$ cat src/rtl/store_buffer.sv
// Posted-write store buffer between the MEM-stage store path and data memory.
// Retires stores in order and forwards the youngest matching entry to loads.
module store_buffer #(
  parameter int DEPTH      = 4,
  parameter int ADDR_WIDTH = 32,
  parameter int DATA_WIDTH = 32
) (
  input  logic                    clk,
  input  logic                    reset,
  input  logic                    stall,
  input  logic                    st_valid,
  input  logic [ADDR_WIDTH-1:0]   st_addr,
  input  logic [DATA_WIDTH-1:0]   st_data,
  input  logic                    drain_en,
  input  logic [ADDR_WIDTH-1:0]   ld_addr,
  input  logic [DATA_WIDTH-1:0]   ld_data_mem,
  output logic [DATA_WIDTH-1:0]   ld_data,
  output logic                    ld_hit,
  output logic                    mem_write_en,
  output logic [ADDR_WIDTH-1:0]   mem_write_addr,
  output logic [DATA_WIDTH-1:0]   mem_write_data,
  output logic                    full,
  output logic                    empty,
  output logic [$clog2(DEPTH):0]  count
);

  localparam int PW = $clog2(DEPTH);
  localparam logic [PW:0] FULL_CNT = (PW+1)'(DEPTH);

  logic [ADDR_WIDTH-1:0] addr_q [DEPTH];
  logic [DATA_WIDTH-1:0] data_q [DEPTH];
  logic [DEPTH-1:0]      valid_q;
  logic [PW-1:0]         head_q;
  logic [PW-1:0]         tail_q;
  logic [PW:0]           count_q;
  logic [PW-1:0]         fwd_idx;
  logic                  push;
  logic                  pop;

  assign empty          = (count_q == '0);
  assign full           = (count_q == FULL_CNT);
  assign count          = count_q;
  assign mem_write_en   = ~empty & drain_en;
  assign mem_write_addr = addr_q[head_q];
  assign mem_write_data = data_q[head_q];

  // A full buffer refuses stores even if the head retires this cycle.
  assign push = st_valid & ~stall & ~full;
  // The head leaves on the same edge at which memory commits it.
  assign pop  = mem_write_en & ~stall;

  // Pointer, occupancy and valid-bit bookkeeping.
  always_ff @(posedge clk or posedge reset) begin
    if (reset) begin
      head_q  <= '0;
      tail_q  <= '0;
      count_q <= '0;
      valid_q <= '0;
    end else begin
      if (push) begin
        valid_q[tail_q] <= 1'b1;
        tail_q          <= tail_q + 1'b1;
      end
      if (pop) begin
        valid_q[head_q] <= 1'b0;
        head_q          <= head_q + 1'b1;
      end
      unique case ({push, pop})
        2'b10:   count_q <= count_q + 1'b1;
        2'b01:   count_q <= count_q - 1'b1;
        default: count_q <= count_q;
      endcase
    end
  end

  // Entry payload storage; left untouched by reset.
  always_ff @(posedge clk) begin
    if (push) begin
      addr_q[tail_q] <= st_addr;
      data_q[tail_q] <= st_data;
    end
  end

  // Walk oldest to youngest so the youngest matching entry wins.
  always_comb begin
    ld_data = ld_data_mem;
    ld_hit  = 1'b0;
    fwd_idx = '0;
    for (int i = 0; i < DEPTH; i++) begin
      fwd_idx = head_q + i[PW-1:0];
      if (valid_q[fwd_idx] && addr_q[fwd_idx] == ld_addr) begin
        ld_data = data_q[fwd_idx];
        ld_hit  = 1'b1;
      end
    end
  end

endmodule

$ cat config.mk
export PLATFORM = sky130hd
export DESIGN_NAME = store_buffer
export DESIGN_NICKNAME = d
export VERILOG_FILES = /design/src/rtl/store_buffer.sv
export SDC_FILE = /design/constraint.sdc
export NUM_CORES = 1
export LEC_CHECK = 0
export ABC_AREA = 1
export ABC_CLOCK_PERIOD_IN_PS = 4300
export CAP_MARGIN = 20
export CORE_ASPECT_RATIO = 2
export CORE_MARGIN = 1
export CORE_UTILIZATION = 40
export CTS_BUF_LIST = sky130_fd_sc_hd__clkbuf_8
export DETAILED_ROUTE_END_ITERATION = 10
export DONT_BUFFER_PORTS = 1
export PLACE_DENSITY = 0.67
export SYNTH_ARGS = -nofsm -noshare
export SYNTH_HDL_FRONTEND = slang
export SYNTH_SLANG_ARGS = --single-unit
$ cat constraint.sdc
create_clock -name clk -period 4.3 [get_ports clk]
set_clock_uncertainty 0.1 [all_clocks]
set_input_delay 0.43 -clock clk [delete_from_list [all_inputs] [get_ports clk]]
set_output_delay 0.43 -clock clk [all_outputs]
set_load 0.01 [all_outputs]
==> impl_results.md, run 1 <==
- WHS Endpoint: head_q[0]
- Highest Clock Rate: ~240 MHz
- Final period demand of the worst path: between 4000 and 5000 ps
- R2R cell count: 5
- Hold path start: stall
- Die Y: between 300 and 400 um
- Cell count after synthesis: around 2.6k
- TritonCTS buffer count: 39
- IO Pins: roughly 240
- CP arrival: around 3700 ps
- Register area share after synthesis: 0.4315
- Final non-filler cell total: between 3k and 4k
- Critical Path End Type: primary output
- MaxCap Viol Count: 0
- # H-tree levels: 2
- Min-delay worst type: in2reg
- Fin nets: 2819
- Post-DR wirelength/cell: 20.70 um
- Vias in the first global route: around 17k
- Core ar.: between 40000 and 50000 um^2
- RSZ-0062 raised after global routing: yes
- DRT Pass-1 Iters: 8
- Net Sw Frac: 0.5377
- Starting density of the core: 0.4039
- P_leak: 9.621 nW
- Syn Area/Cell: approximately 7.0 um^2
- Share of flip-flops with an asynchronous set or reset: 0.04120
- Std cell rows: 111
- WHS: between 30 and 40 ps
- Final Slew Violations: 0
- R2R Setup Slk: 1500 ps
- Slew @ Worst Pin: 845.3 ps
- Util after Layout: 0.4581
- Fin area: roughly 21000 um^2
- Worst hold stages: 3
- Worst-Skew Late Latency: 590 ps
- Via density: 5.573
- Root buf cell: clkbuf_8
- Sequential share of power: 0.216
- Total internal power: about 7.1 mW
- Slew headroom: 0.4365
- Pwr Density: ~740 nW/um^2
- Synthesized Nets: ~2.8k
- Hold Violations, Final: 0
- Clock buffer depth: 3
- GPL Wtd Cong: ~1.1
- Initial antenna violation count: 3
- Synth Flop Type: edfxtp_1
- First-pass GRT wire length: around 97 mm
- Input/output buffers: 0
- Total grt overflow: 0
- Routed wire length: a little under 70 mm
- Clock slew at reported path FFs: roughly 70 ps
- Crit Path Max Fanout: 43
- DPL Wire Length: around 47 mm
- Switching power: a little over 8 mW
- Cell variety after synth: 34
- Placed Area: roughly 19000 um^2
- Mapped Area: roughly 18000 um^2
- CP Launch Type: flop
- DRC viols: 0
- First-iteration detailed-routing DRC count: 1502
- Share of layout cells above drive strength 1: 0.06028
- Critical Setup Path Class: reg2out
- Area growth syn-to-layout: 13.43%
- Worst path required time: ~3800 ps
- Pin count of the biggest net entering global routing: about 140
- Maximum VDD drop: between 0.5 and 0.6 mV
- Final worst-path cycle share: 0.9716
- Clk sinks: ~270
- Critical R2R Capture: addr_q[3][29]
- Synth warn: 0
- Outcome: finished clean
- CTS tree: built
- DIE WIDTH: around 150 um
- Clk pwr share: 0.139
- Reg-to-reg startpoint: count[2]
- Comb power frac: 0.646
- # setup viols final: 0
- Antenna-violating nets left: 0
- Via count: 18.24k
- Synthesized flop and latch total: roughly 270
- Most frequent cells in the layout: nand2_1 (1033), nand3_1 (368), inv_1 (293)
- EDFF count, synth: 256
- Placed cells: 3124
- Commonest non-fill, non-tap cell in the layout: nand2_1
- Gr usage total: 0.2768
- Die area: roughly 47000 um^2
[power by group through the flow]
stage / sequential (mW) / clock, mW / combinational, mW
2_1_floorplan: 3.35 / 0 / 6.40
5_1_grt: 3.35 / 2.28 / 10.9
3_3_place_gp: 3.36 / 0 / 8.90
3_5_place_dp: 3.38 / 0 / 9.04
4_1_cts: 3.32 / 2.19 / 9.41
6_report: 3.33 / 2.14 / 9.95
[cell type report]
type	count	area, um^2
tap	565	706.9
inverter	295	1132
clock inverter	28	224.0
fill	4545	24760
timing repair buffer	134	1567
antenna	3	7.507
sequential	267	7970
multi-input combinational	1939	8761
clock buffer	41	564.3
[cell families (layout without fill, tap and decap cells)]
| kind of cell | Yosys count | count (layout) | share of synthesized area |
|---|---|---|---|
| fa+ha+maj | 10 | 10 | 0.007187 |
| other cells | 0 | 3 | 0 |
| compound gates | 383 | 383 | 0.1096 |
| buf+inv | 442 | 498 | 0.1003 |
| flops | 267 | 267 | 0.4315 |
| simple gates | 1518 | 1518 | 0.3381 |
| xor+xnor | 28 | 28 | 0.01329 |
[cell usage after synthesis (9+ instances only)]
master | n | area share
xor2_1 | 26 | 0.012
buf_4 | 19 | 0.0077
buf_2 | 55 | 0.015
buf_1 | 15 | 0.0031
inv_2 | 11 | 0.0022
edfxtp_1 | 256 | 0.42
clkbuf_1 | 51 | 0.010
nor2_1 | 80 | 0.016
inv_1 | 283 | 0.058
nand3_1 | 369 | 0.10
o21ai_0 | 249 | 0.068
nor3_1 | 9 | 0.0024
o21ai_1 | 22 | 0.0060
nand2_1 | 1038 | 0.21
o211ai_1 | 36 | 0.015
ha_1 | 9 | 0.0061
a21oi_1 | 69 | 0.019
dfrtp_1 | 11 | 0.015
[per-stage QoR]
| step | setup TNS, ps | total power, mW | worst slack, ps |
|---|---|---|---|
| 2_1_floorplan | 0 | 9.756 | 69.04 |
| 3_3_place_gp | 0 | 12.26 | 482.8 |
| 3_5_place_dp | 0 | 12.42 | 460.3 |
| 4_1_cts | 0 | 14.92 | 39.30 |
| 5_1_grt | -22.95 | 16.49 | -13.23 |
| 6_report | 0 | 15.42 | 122.0 |
[per-layer routing]
layer | up-vias | wire length [um] | track usage
met3 | 273 | 4252 | 0.04352
met2 | 890 | 35260 | 0.5198
met1 | 8357 | 21850 | 0.2551
met4 | 0 | 6371 | 0.2412
met5 | - | 0 | 0
li1 | 8715 | - | -
[repair_timing]
item / 4_1_cts / 5_1_grt
setup buffers: 1 / 3
pin swaps: 0 / 5
hold endpoints to repair: 267 / 0
hold buffers: 65 / 0
gates resized for setup: 10 / 26
cloned: 2 / 5
setup endpoints to repair: 33 / 33
[worst max-delay path, cell delays in order, from the launching register on]
cell,delay [ps]
dfrtp_4,440
buf_4,230
buf_16,270
nand2_1,120
nand3_1,150
nand2_1,120
nand2_1,260
nand2_1,90
nor2_1,270
inv_2,50
nor2_1,110
nand2_1,70
nor2_2,180
buf_12,230
nand3_1,100
nand3_1,100
nand2_1,50
nand2_1,50
nand2_1,110
[flip-flops by register name, summed over array words and instances, names as in the netlist]
name     flops
head_q       2
tail_q       2
valid_q      4
addr_q     128
count        3
data_q     128
[worst max path at each step]
| stage | slack (ps) | depth (start not counted) | from | end |
|---|---|---|---|---|
| 6_report | 120 | 18 | head_q[0] | ld_data[27] |
| 5_1_grt | -10 | 14 | head_q[1] | ld_data[23] |
| 4_1_cts | 40 | 16 | head_q[0] | ld_data[7] |
| 3_5_place_dp | 460 | 17 | head_q[0] | ld_data[18] |
| 3_3_place_gp | 480 | 16 | head_q[0] | ld_data[18] |
| 2_1_floorplan | 70 | 4 | count[2] | addr_q[0][0] |
Power figures use the tool's default switching activity.
==> run 2: changes to the inputs <==
ABC_AREA = unset   (was 1)
==> run 2 against run 1 <==
Net effect: non-clock buffer count up 58; largest cell class unchanged; via count down 33%; wire length down 16%; synthesized cell count down 56%; highest routed layer unchanged; the flow now finishes with violations (setup timing); die area about the same; hold slack better by 96 ps; area after synthesis about the same.
==> impl_results.md, run 2 <==
- FILL cells: between 3k and 4k
- # H-tree levels: 2
- CP arrival: 4010 ps
- Util after Layout: 0.4763
- EDFF count, synth: ~260
- Area growth syn-to-layout: 17.93%
- Starting density of the core: 0.4039
- DRT Pass-1 Iters: 5
- Main combinational cell family by area after synthesis: multiplexers
- Min-delay worst type: in2reg
- MaxCap Viol Count: 0
- Clock slew at reported path FFs: 70 ps
- Via density: between 6 and 7
- # setup viols final: 32
- Root buf cell: clkbuf_8
- Std cell rows: around 110
- Critical Setup Path Class: reg2out
- Worst-Skew Late Latency: approximately 560 ps
- Synth top area share: 0.4165
- Pre-CTS setup slack: 60.42 ps
- Regs by FF count: addr_q: 128 flops, data_q: 128 flops, valid_q: 4 flops
- Commonest non-fill, non-tap cell in the layout: edfxtp_1
- Synth Flop Type: edfxtp_1
- Worst path required time: ~3800 ps
- Register area share after synthesis: 0.4315
- Violated checks: setup timing
- Hold Violations, Final: 0
- Final period demand of the worst path: 4543 ps
- Dominant cells by area after synthesis: edfxtp_1 (42%), mux4_2 (25%), mux2i_1 (6.9%)
- Worst setup margin: -243.1 ps
- Compound-gate portion of the synthesized area: 0.03817
- Clock buffer depth: 3
- Syn Area/Cell: 15.95 um^2
- Most frequent cells in the layout: edfxtp_1 (256), mux4_2 (209), mux2i_1 (120)
- Post-DR wirelength/cell: between 30 and 40 um
- WHS: between 100 and 150 ps
- Worst setup startpoint: head_q[0]
- Final Slew Violations: 0
- Routed wire length: 56.98 mm
- Synthesized flop and latch total: 267
- GPL Wtd Cong: roughly 0.9
- Vias in the first global route: 12.60k
- Total grt overflow: 0
- CTS tree: built
- Maximum VDD drop: roughly 0.4 mV
- Die area: 47050 um^2
- Critical R2R Capture: addr_q[2][31]
- DPL Wire Length: about 40 mm
- Cell count after synthesis: approximately 1.2k
- Register area: 7970 um^2
- Via count: roughly 12k
- Fin area: ~22000 um^2
- Fin nets: about 1.4k
- R2R cell count: 6
- Mux cell area share after synthesis: 0.3843
- Input/output buffers: 0
- Pin count of the biggest net entering global routing: just under 90
- Most common cell in the synthesized netlist: edfxtp_1
- Crit Path Max Fanout: 33
- DIE WIDTH: approximately 150 um
- First-pass GRT wire length: about 80 mm
- Multi-input logic area: roughly 10000 um^2
- Synth Area in Simple Gates: 0.04319
- Clk sinks: approximately 270
- Synth warn: 0
- Antenna-violating nets left: 0
- P_leak: 7.467 nW
- RSZ-0062 raised after global routing: yes
- First-iteration detailed-routing DRC count: a little over 800
- Core ar.: roughly 46000 um^2
- Outcome: finished with violations
- Die Y: between 300 and 400 um
- Cell variety after synth: 61
- XOR/XNOR Fraction of Synth Area: 0.05695
- Gr usage total: 0.2386
- Adder-cell area share of the yosys netlist: 0.007186
- R2R Setup Slk: 1740 ps
- IO Pins: roughly 240
- Share of layout cells above drive strength 1: 0.3719
- Initial antenna violation count: 4
- Worst hold stages: 3
- Mapped Area: around 18000 um^2
- Highest Clock Rate: 220.1 MHz
- Placed Area: between 15000 and 20000 um^2
- Area leader, netlist: edfxtp_1
- DRC viols: 0
- Pwr Density: slightly below 700 nW/um^2
- Critical Path End Type: primary output
- Share of flip-flops with an asynchronous set or reset: 0.04120
- WHS Endpoint: tail_q[0]
- Synthesized Nets: between 1k and 1.5k
- TritonCTS buffer count: 39
- Slew headroom: 0.5593
- Final worst-path cycle share: 1.057
- Post-synth top cells: edfxtp_1 (256), mux4_2 (208), mux2i_1 (127)
- CP Launch Type: flop
- Reg-to-reg startpoint: count[0]
- Slew @ Worst Pin: ~660 ps
- Hold path start: stall
[run 2: cell count changes in the layout (fill, tap and decap cells not counted), sizes merged, moves of 22 or more]
cell	change
buf	+56
o211ai	-35
nand4	+22
nand3	-364
a21oi	-56
xnor2	+102
o21ai	-228
nand2	-1026
mux2	+40
nor2	-69
mux4	+230
mux2i	+127
inv	-279
nor3b	+34
[run 2: metal layers]
metal / vias to the layer above / wire [um] / GRT usage
li1: 5072 / - / -
met1: 6370 / 17700 / 0.2224
met2: 544 / 31730 / 0.4626
met3: 174 / 3113 / 0.04083
met4: 0 / 4430 / 0.1623
met5: - / 0 / 0
[run 2: worst max path at each step]
stage | to | slack (ps) | cells after the start
final | ld_data[28] | -240 | 12
after global routing | ld_data[28] | -340 | 12
after CTS | ld_data[28] | -280 | 12
after detailed placement | ld_data[28] | 60 | 12
after global placement | ld_data[28] | 20 | 12
after floorplan | ld_data[10] | 30 | 18
[run 2: per-stage QoR]
step                TNS (ps)  std cells  total power, mW
floorplan                  0       1157            9.702
global placement           0       1702            11.65
detailed placement         0       1702            11.77
CTS                    -7805       1853            14.47
global route           -9304       1871            15.60
finish                 -5436       1873            15.02
[run 2: cell families (layout without fill, tap and decap cells)]
family                     Yosys count  in the layout
xor gates and xnor gates           120            120
muxes                              397            397
and+or+nand+nor                    129            129
other                                0              4
buffers and inverters              130            277
adders and majority gates           10             10
DFF                                267            267
AOI/OAI and AO/OA                  104            104
[run 2: layout make-up]
class / instances / area share
antenna: 4 / 0.0004599
tap: 565 / 0.03248
inverter: 17 / 0.003047
timing repair buffer: 192 / 0.09957
sequential: 267 / 0.3662
clock buffer: 41 / 0.02593
clock inverter: 27 / 0.008853
multi-input combinational: 760 / 0.4635
[run 2: timing repair]
item                                    in CTS  in global routing
endpoints found under the hold margin      267                  0
pin swaps                                    8                 17
hold buffers                                65                  0
buffers inserted                            13                 13
endpoints found under the setup margin      33                 33
resized for setup                           38                 50
cloned                                       5                  4
[run 2: power breakdown]
part | switching (mW) | internal [mW] | total [mW]
registers | 0.273 | 3.20 | 3.47
logic | 4.57 | 4.94 | 9.50
clock network | 0.982 | 1.06 | 2.05
total | 5.82 | 9.20 | 15.0
[run 2: worst max-delay path: stages, from the launching register on]
cell and delay [ps]:
dfrtp_4 540, buf_4 180, clkbuf_16 190, mux4_2 410
o2bb2ai_1 130, a2111o_1 360, a2111oi_4 520, nand3_2 150
buf_12 230, mux2_4 330, mux2i_1 130, o21ai_1 80
buf_4 150
